<file path="src/rtl/wb_unit_if.sv">
`default_nettype none
// ============================================================================
// Module      : wb_unit_if
// Description : Bundle of ALU result, load issue/response and register-file
//               write signals exchanged with the write-back unit.
// Revision    : 1.0 - initial release
// ============================================================================
interface wb_unit_if;
    logic        alu_valid;
    logic [4:0]  alu_rd;
    logic [31:0] alu_data;
    logic        alu_ready;
    logic        ld_issue;
    logic [4:0]  ld_rd;
    logic [2:0]  ld_funct3;
    logic [1:0]  ld_addr_lo;
    logic        ld_issue_ready;
    logic        ld_resp_valid;
    logic [31:0] ld_resp_data;
    logic        wr_en;
    logic [4:0]  wr_addr;
    logic [31:0] wr_data;
    logic [31:0] busy_mask;
    logic        resp_err;

    modport master (
        output alu_valid, alu_rd, alu_data,
        output ld_issue, ld_rd, ld_funct3, ld_addr_lo,
        output ld_resp_valid, ld_resp_data,
        input  alu_ready, ld_issue_ready,
        input  wr_en, wr_addr, wr_data, busy_mask, resp_err
    );

    modport slave (
        input  alu_valid, alu_rd, alu_data,
        input  ld_issue, ld_rd, ld_funct3, ld_addr_lo,
        input  ld_resp_valid, ld_resp_data,
        output alu_ready, ld_issue_ready,
        output wr_en, wr_addr, wr_data, busy_mask, resp_err
    );
endinterface
`default_nettype wire

</file>
<file path="src/rtl/wb_unit.sv">
`default_nettype none
// ============================================================================
// Module      : wb_unit
// Description : Register-file write-back arbiter merging ALU results and
//               in-order load responses, with a load context queue and a
//               per-register busy scoreboard.
// Revision    : 1.0 - initial release
// ============================================================================
module wb_unit #(
    parameter int LDQ_DEPTH = 2
) (
    input  wire logic  clk,
    input  wire logic  rst,
    wb_unit_if.slave   bus
);
    localparam int c_PTR_W = (LDQ_DEPTH > 1) ? $clog2(LDQ_DEPTH) : 1;
    localparam int c_CNT_W = c_PTR_W + 1;
    localparam logic [c_CNT_W-1:0] c_DEPTH = c_CNT_W'(LDQ_DEPTH);
    localparam logic [c_PTR_W-1:0] c_PTR_ONE = c_PTR_W'(1);

    logic [4:0]         r_q_rd  [LDQ_DEPTH];
    logic [2:0]         r_q_f3  [LDQ_DEPTH];
    logic [1:0]         r_q_lo  [LDQ_DEPTH];
    logic [c_PTR_W-1:0] r_wr_ptr;
    logic [c_PTR_W-1:0] r_rd_ptr;
    logic [c_CNT_W-1:0] r_count;
    logic [31:0]        r_busy;
    logic               r_resp_err;
    logic               r_wr_en;
    logic [4:0]         r_wr_addr;
    logic [31:0]        r_wr_data;

    logic [31:0]        w_busy_eff;
    logic [31:0]        w_busy_next;
    logic               w_full;
    logic               w_empty;
    logic               w_push;
    logic               w_pop;
    logic               w_alu_acc;
    logic [4:0]         w_head_rd;
    logic [2:0]         w_head_f3;
    logic [1:0]         w_head_lo;
    logic [7:0]         w_byte;
    logic [15:0]        w_half;
    logic [31:0]        w_ld_data;

    // Readiness is judged against the cleared state while rst is asserted.
    assign w_busy_eff = rst ? 32'd0 : r_busy;
    assign w_full     = !rst && (r_count == c_DEPTH);
    assign w_empty    = (r_count == '0);

    assign bus.ld_issue_ready = (!w_full || bus.ld_resp_valid) &&
                                ((bus.ld_rd == 5'd0) || !w_busy_eff[bus.ld_rd]);
    assign bus.alu_ready      = !bus.ld_resp_valid &&
                                ((bus.alu_rd == 5'd0) || !w_busy_eff[bus.alu_rd]);

    assign w_push    = bus.ld_issue && bus.ld_issue_ready;
    assign w_pop     = bus.ld_resp_valid && !w_empty;
    assign w_alu_acc = bus.alu_valid && bus.alu_ready;

    assign w_head_rd = r_q_rd[r_rd_ptr];
    assign w_head_f3 = r_q_f3[r_rd_ptr];
    assign w_head_lo = r_q_lo[r_rd_ptr];

    always_comb begin
        w_byte = 8'd0;
        case (w_head_lo)
            2'd0:    w_byte = bus.ld_resp_data[7:0];
            2'd1:    w_byte = bus.ld_resp_data[15:8];
            2'd2:    w_byte = bus.ld_resp_data[23:16];
            default: w_byte = bus.ld_resp_data[31:24];
        endcase
        w_half = w_head_lo[1] ? bus.ld_resp_data[31:16] : bus.ld_resp_data[15:0];

        w_ld_data = bus.ld_resp_data;
        case (w_head_f3)
            3'b000:  w_ld_data = {{24{w_byte[7]}}, w_byte};
            3'b001:  w_ld_data = {{16{w_half[15]}}, w_half};
            3'b100:  w_ld_data = {24'd0, w_byte};
            3'b101:  w_ld_data = {16'd0, w_half};
            default: w_ld_data = bus.ld_resp_data;
        endcase
    end

    // The popped rd is busy and a pushed rd is not, so they never collide.
    always_comb begin
        w_busy_next = r_busy;
        if (w_pop) begin
            w_busy_next[w_head_rd] = 1'b0;
        end
        if (w_push) begin
            w_busy_next[bus.ld_rd] = 1'b1;
        end
        w_busy_next[0] = 1'b0;
    end

    always_ff @(posedge clk) begin
        if (w_push) begin
            r_q_rd[r_wr_ptr] <= bus.ld_rd;
            r_q_f3[r_wr_ptr] <= bus.ld_funct3;
            r_q_lo[r_wr_ptr] <= bus.ld_addr_lo;
        end
    end

    always_ff @(posedge clk) begin
        if (rst) begin
            r_wr_ptr   <= '0;
            r_rd_ptr   <= '0;
            r_count    <= '0;
            r_busy     <= 32'd0;
            r_resp_err <= 1'b0;
            r_wr_en    <= 1'b0;
            r_wr_addr  <= 5'd0;
            r_wr_data  <= 32'd0;
        end else begin
            if (w_push) begin
                r_wr_ptr <= r_wr_ptr + c_PTR_ONE;
            end
            if (w_pop) begin
                r_rd_ptr <= r_rd_ptr + c_PTR_ONE;
            end
            case ({w_push, w_pop})
                2'b10:   r_count <= r_count + 1'b1;
                2'b01:   r_count <= r_count - 1'b1;
                default: r_count <= r_count;
            endcase
            r_busy <= w_busy_next;
            if (bus.ld_resp_valid && w_empty) begin
                r_resp_err <= 1'b1;
            end

            if (w_pop) begin
                r_wr_en   <= (w_head_rd != 5'd0);
                r_wr_addr <= w_head_rd;
                r_wr_data <= w_ld_data;
            end else if (w_alu_acc) begin
                r_wr_en   <= (bus.alu_rd != 5'd0);
                r_wr_addr <= bus.alu_rd;
                r_wr_data <= bus.alu_data;
            end else begin
                r_wr_en   <= 1'b0;
            end
        end
    end

    assign bus.wr_en     = r_wr_en;
    assign bus.wr_addr   = r_wr_addr;
    assign bus.wr_data   = r_wr_data;
    assign bus.busy_mask = r_busy;
    assign bus.resp_err  = r_resp_err;

endmodule
`default_nettype wire

</file>
<file path="src/flat_wrapper.sv">
// flat-port wrapper written by rule: the top's interface ports become plain ports
module wb_unit_flat 
#(
    parameter int LDQ_DEPTH = 2
)
  (clk, rst, bus_alu_valid, bus_alu_rd, bus_alu_data, bus_ld_issue, bus_ld_rd, bus_ld_funct3, bus_ld_addr_lo, bus_ld_resp_valid, bus_ld_resp_data, bus_alu_ready, bus_ld_issue_ready, bus_wr_en, bus_wr_addr, bus_wr_data, bus_busy_mask, bus_resp_err);
  wb_unit_if bus_i ();
  input  wire logic clk;
  input  wire logic rst;
  input wire logic [$bits(bus_i.alu_valid)-1:0] bus_alu_valid;
  input wire logic [$bits(bus_i.alu_rd)-1:0] bus_alu_rd;
  input wire logic [$bits(bus_i.alu_data)-1:0] bus_alu_data;
  input wire logic [$bits(bus_i.ld_issue)-1:0] bus_ld_issue;
  input wire logic [$bits(bus_i.ld_rd)-1:0] bus_ld_rd;
  input wire logic [$bits(bus_i.ld_funct3)-1:0] bus_ld_funct3;
  input wire logic [$bits(bus_i.ld_addr_lo)-1:0] bus_ld_addr_lo;
  input wire logic [$bits(bus_i.ld_resp_valid)-1:0] bus_ld_resp_valid;
  input wire logic [$bits(bus_i.ld_resp_data)-1:0] bus_ld_resp_data;
  output wire logic [$bits(bus_i.alu_ready)-1:0] bus_alu_ready;
  output wire logic [$bits(bus_i.ld_issue_ready)-1:0] bus_ld_issue_ready;
  output wire logic [$bits(bus_i.wr_en)-1:0] bus_wr_en;
  output wire logic [$bits(bus_i.wr_addr)-1:0] bus_wr_addr;
  output wire logic [$bits(bus_i.wr_data)-1:0] bus_wr_data;
  output wire logic [$bits(bus_i.busy_mask)-1:0] bus_busy_mask;
  output wire logic [$bits(bus_i.resp_err)-1:0] bus_resp_err;
  assign bus_i.alu_valid = bus_alu_valid;
  assign bus_i.alu_rd = bus_alu_rd;
  assign bus_i.alu_data = bus_alu_data;
  assign bus_i.ld_issue = bus_ld_issue;
  assign bus_i.ld_rd = bus_ld_rd;
  assign bus_i.ld_funct3 = bus_ld_funct3;
  assign bus_i.ld_addr_lo = bus_ld_addr_lo;
  assign bus_i.ld_resp_valid = bus_ld_resp_valid;
  assign bus_i.ld_resp_data = bus_ld_resp_data;
  assign bus_alu_ready = bus_i.alu_ready;
  assign bus_ld_issue_ready = bus_i.ld_issue_ready;
  assign bus_wr_en = bus_i.wr_en;
  assign bus_wr_addr = bus_i.wr_addr;
  assign bus_wr_data = bus_i.wr_data;
  assign bus_busy_mask = bus_i.busy_mask;
  assign bus_resp_err = bus_i.resp_err;
  wb_unit #(.LDQ_DEPTH(LDQ_DEPTH)) u_core (.clk(clk), .rst(rst), .bus(bus_i));
endmodule
</file>
<file path="config.mk">
export PLATFORM = sky130hd
export DESIGN_NAME = wb_unit_flat
export DESIGN_NICKNAME = d
export VERILOG_FILES = /design/src/rtl/wb_unit_if.sv /design/src/rtl/wb_unit.sv /design/src/flat_wrapper.sv
export SDC_FILE = /design/constraint.sdc
export NUM_CORES = 1
export LEC_CHECK = 0
export BUFFER_PORTS_ARGS = -buffer_cell sky130_fd_sc_hd__buf_4
export CAP_MARGIN = 20
export CELL_PAD_IN_SITES_DETAIL_PLACEMENT = 0
export CELL_PAD_IN_SITES_GLOBAL_PLACEMENT = 1
export CORE_ASPECT_RATIO = 1.5
export CORE_MARGIN = 5
export CORE_UTILIZATION = 39
export CTS_CLUSTER_DIAMETER = 30
export DETAILED_ROUTE_END_ITERATION = 8
export PLACE_DENSITY_LB_ADDON = 0.25
export SLEW_MARGIN = 20
export SYNTH_ARGS = -nofsm -noshare
export SYNTH_HDL_FRONTEND = slang
export SYNTH_SLANG_ARGS = --single-unit
</file>
<file path="constraint.sdc">
create_clock -name clk -period 3.83 [get_ports clk]
set_input_delay 0.383 -clock clk [delete_from_list [all_inputs] [get_ports clk]]
set_output_delay 0.383 -clock clk [all_outputs]
set_load 0.005 [all_outputs]
</file>
==> results_dict.tcl <==
set metrics [dict create \
    drc 0 \
    rsz0062_at_grt "no" \
    clockRootBuffer "clkbuf_16" \
    initial_core_util_pct 39.99 \
    finalSetupTns_ns 0 \
    synth_area_per_cell_um2 9.126 \
    synth_area_mm2 0.005622 \
    synth.largest_area_cell "dfxtp_1" \
    ys_seq_elements 95 \
    cts-buffers-inserted 9 \
    dieArea_mm2 0.01697 \
    rows 53 \
    min_path_type "in -> reg" \
    yosys.area_share.simple_pct 17.05 \
    postCtsSetupRepairBufs 0 \
    grt_pass1_wl_mm 29.99 \
    internal_power_mw 2.270 \
    max_stage_delay_ns 0.57 \
    yosysTopAreaCellShare_pct 26.71 \
    dp_cells 927 \
    core_area_mm2 0.01406 \
    area_growth_pct 27.91 \
    htree_levels 3 \
    outcome "completed" \
    nNetsFinal 831 \
    antenna_found_initial 0 \
    crit_required_ns 3.45 \
    fin_area_mm2 0.007191 \
    r2r-start "u_core.bus.busy_mask[25]" \
    layout_worst_path_cycle_share_pct 79.44 \
    instances_no_fill 943 \
    p_comb_share_pct 36.5 \
    clk_pin_slew_ns 0.06 \
    synth-xor-area-share_pct 0.4674 \
    path_cells "buf_4 > clkinv_1 > a211o_1 > o211a_1 > a221oi_4 > buf_4 > buf_4" \
    finalPower_mw 3.438 \
    synth_compound_area_share_pct 24.22 \
    fmax_mhz 328.7 \
    seq_power_share_pct 37.3 \
    drive_gt1_share_pct 30.89 \
    hold_violations 0 \
    crit_arrival_ns 2.66 \
    synth.yosys.seq_area_share_pct 37.39 \
    r2r-end "u_core.bus.wr_data[19]" \
    synth.distinct_cells 62 \
    powerDensity_mw_per_mm2 478.1 \
    drtAntennaViolNets 0 \
    cp-end-kind "output pin" \
    synth_top_family_by_area "compound AO/OA/AOI/OAI gates" \
    drt-initial-drc-count 281 \
    p_sw_share_pct 33.98 \
    fin_crit_ns 3.043 \
    synthMuxAreaShare_pct 15.76 \
    postPlaceCellArea_mm2 0.006899 \
    die_y_um 157.0 \
    async_reset_ff_share_pct 0 \
    cts_resized 0 \
    clk_path_buf_depth 2 \
    dr.pass1.iters 6 \
    pre_cts_ws_ns 0.5603 \
    post_drt_wl_per_cell_um 21.29 \
    finClkSkew_ns 0.01085 \
    place_congestion 0.9802 \
    viasPerCell 5.836 \
    cts_sinks 95 \
    slew_viol_final 0 \
    num_vias 5503 \
    path_class "in -> out" \
    cpMostUsedCell "buf_4" \
    clk_latency_ns 0.34 \
    critPathLaunch "rst" \
    p_switching_mw 1.168 \
    hpwl_mm 15.14 \
    worst_hold_path.num_cells 1 \
    cts_hold_buffers 0 \
    synthAdderAreaFrac_pct 0.2226 \
    crit_fanout 42 \
    tightestPinTransition_ns 0.8993 \
    cts_tree "yes" \
    portBuffers 155 \
    p_clk_share_pct 26.2 \
    fin_ws_ns 0.7873 \
    critPathCapture "bus_alu_ready" \
    slew_headroom_pct 39.96 \
    syn_inst 616 \
    drv_cap 0 \
    synth_area_leaders "dfxtp_1 (27%), edfxtp_1 (11%), mux2_4 (5.9%), a21oi_1 (4.9%), mux2i_1 (4.3%)" \
    finalSetupViolCount 0 \
    synth_edf_count 20 \
    grt_max_degree 43 \
    synth_fp_nets 701 \
    insertedDiodeCount 0 \
    reg2reg_depth 7 \
    worstSetupStartpointType "primary input" \
    rrSetupSlack_ns 0.89 \
    die_w_um 108.0 \
    fin_util_pct 51.15 \
    ys.flop_type "dfxtp_1" \
    cpMaxStageDelayCell "clkinv_1" \
    vdd_ir_drop_max_mv 0.2746 \
    holdWs_ns 0.2308 \
    wirelength_mm 20.07 \
    io_pins 157 \
    p_leak_nw 2.894 \
    ys_warn_count 0 \
    grt_usage_pct 22.86 \
    grt_pass1_vias 5539 \
    grt_overflow_total 0 \
]
power groups by stage:
stage / clock, mW / sequential (mW) / combinational [mW]
floorplan: 0 / 1.25 / 0.827
global placement: 0 / 1.30 / 1.23
global route: 0.956 / 1.30 / 1.35
finish: 0.901 / 1.28 / 1.25
detailed placement: 0 / 1.31 / 1.25
CTS: 0.914 / 1.29 / 1.25
critical path, delay by kind of cell:
| kind | cells | cell delay (ns) |
|---|---|---|
| compound gates | 3 | 0.97 |
| buf+inv | 4 | 1.30 |
how the worst min path moves through the flow:
stage	from	to
5_1_grt	bus_ld_funct3[2]	u_core.r_q_f3[1][2]
2_1_floorplan	u_core.bus.wr_data[15]	u_core.bus.wr_data[15]
3_3_place_gp	u_core.bus.wr_data[12]	u_core.bus.wr_data[12]
4_1_cts	bus_ld_funct3[2]	u_core.r_q_f3[1][2]
6_report	bus_ld_funct3[2]	u_core.r_q_f3[1][2]
3_5_place_dp	u_core.bus.wr_data[13]	u_core.bus.wr_data[13]
kinds of logic after synthesis:
| family | count (synthesis) |
|---|---|
| adder cells (fa/ha/maj) | 1 |
| AND/OR/NAND/NOR | 191 |
| other | 1 |
| AO/OA/AOI/OAI | 197 |
| flip-flops | 95 |
| XOR/XNOR | 3 |
| buffers and inverters | 61 |
| multiplexers | 67 |
final cells by class:
| type | instances | area (um2) |
|---|---|---|
| Tap cell | 192 | 240.2 |
| Inverter | 15 | 56.30 |
| Clock inverter | 4 | 45.04 |
| Multi-Input combinational cell | 460 | 3262 |
| Fill cell | 1358 | 6868 |
| Sequential cell | 95 | 2102 |
| Timing Repair Buffer | 165 | 1239 |
| Clock buffer | 12 | 246.5 |
Yosys cell counts (14+ instances only):
master    number
a21oi_1       55
clkbuf_1      30
dfxtp_1       75
edfxtp_1      20
inv_1         14
mux2_2        14
mux2_4        22
mux2i_1       24
nand2_1       52
nand2b_1      19
nand3_1       22
nor2_1        37
nor2b_1       26
o211ai_1      31
o21ai_0       21
o31ai_1       29
layer usage:
layer  GRT usage, %  vias up  routed length (um)
li1               -     2566                   -
met1          26.01     2574                7613
met2          39.50      297                9722
met3          4.227       66                1560
met4          13.66        0                1177
met5              0        -                   0
registers in the layout, indices dropped and copies added (netlist names), named ones only:
register and count:
u_core.r_q_lo 4, u_core.bus.busy_mask 31, u_core.r_wr_ptr 1, u_core.bus.wr_data 32
u_core.bus.wr_addr 5, u_core.r_rd_ptr 1, u_core.r_q_rd 10, u_core.bus.wr_en 1
u_core.r_q_f3 6, u_core.bus.resp_err 1, u_core.r_count 2
layout by cell type, fill, tap and decap left out, types with 14 or more instances in the layout:
| cell | n |
|---|---|
| o211ai_1 | 31 |
| mux2_4 | 22 |
| buf_4 | 165 |
| nand2b_1 | 19 |
| inv_1 | 14 |
| mux2i_1 | 24 |
| edfxtp_1 | 20 |
| nand2_1 | 52 |
| nor2b_1 | 26 |
| nand3_1 | 22 |
| a21oi_1 | 55 |
| nor2_1 | 37 |
| o21ai_0 | 21 |
| mux2_2 | 14 |
| dfxtp_1 | 75 |
| o31ai_1 | 29 |
No activity file was read; power rests on OpenSTA's default activity.
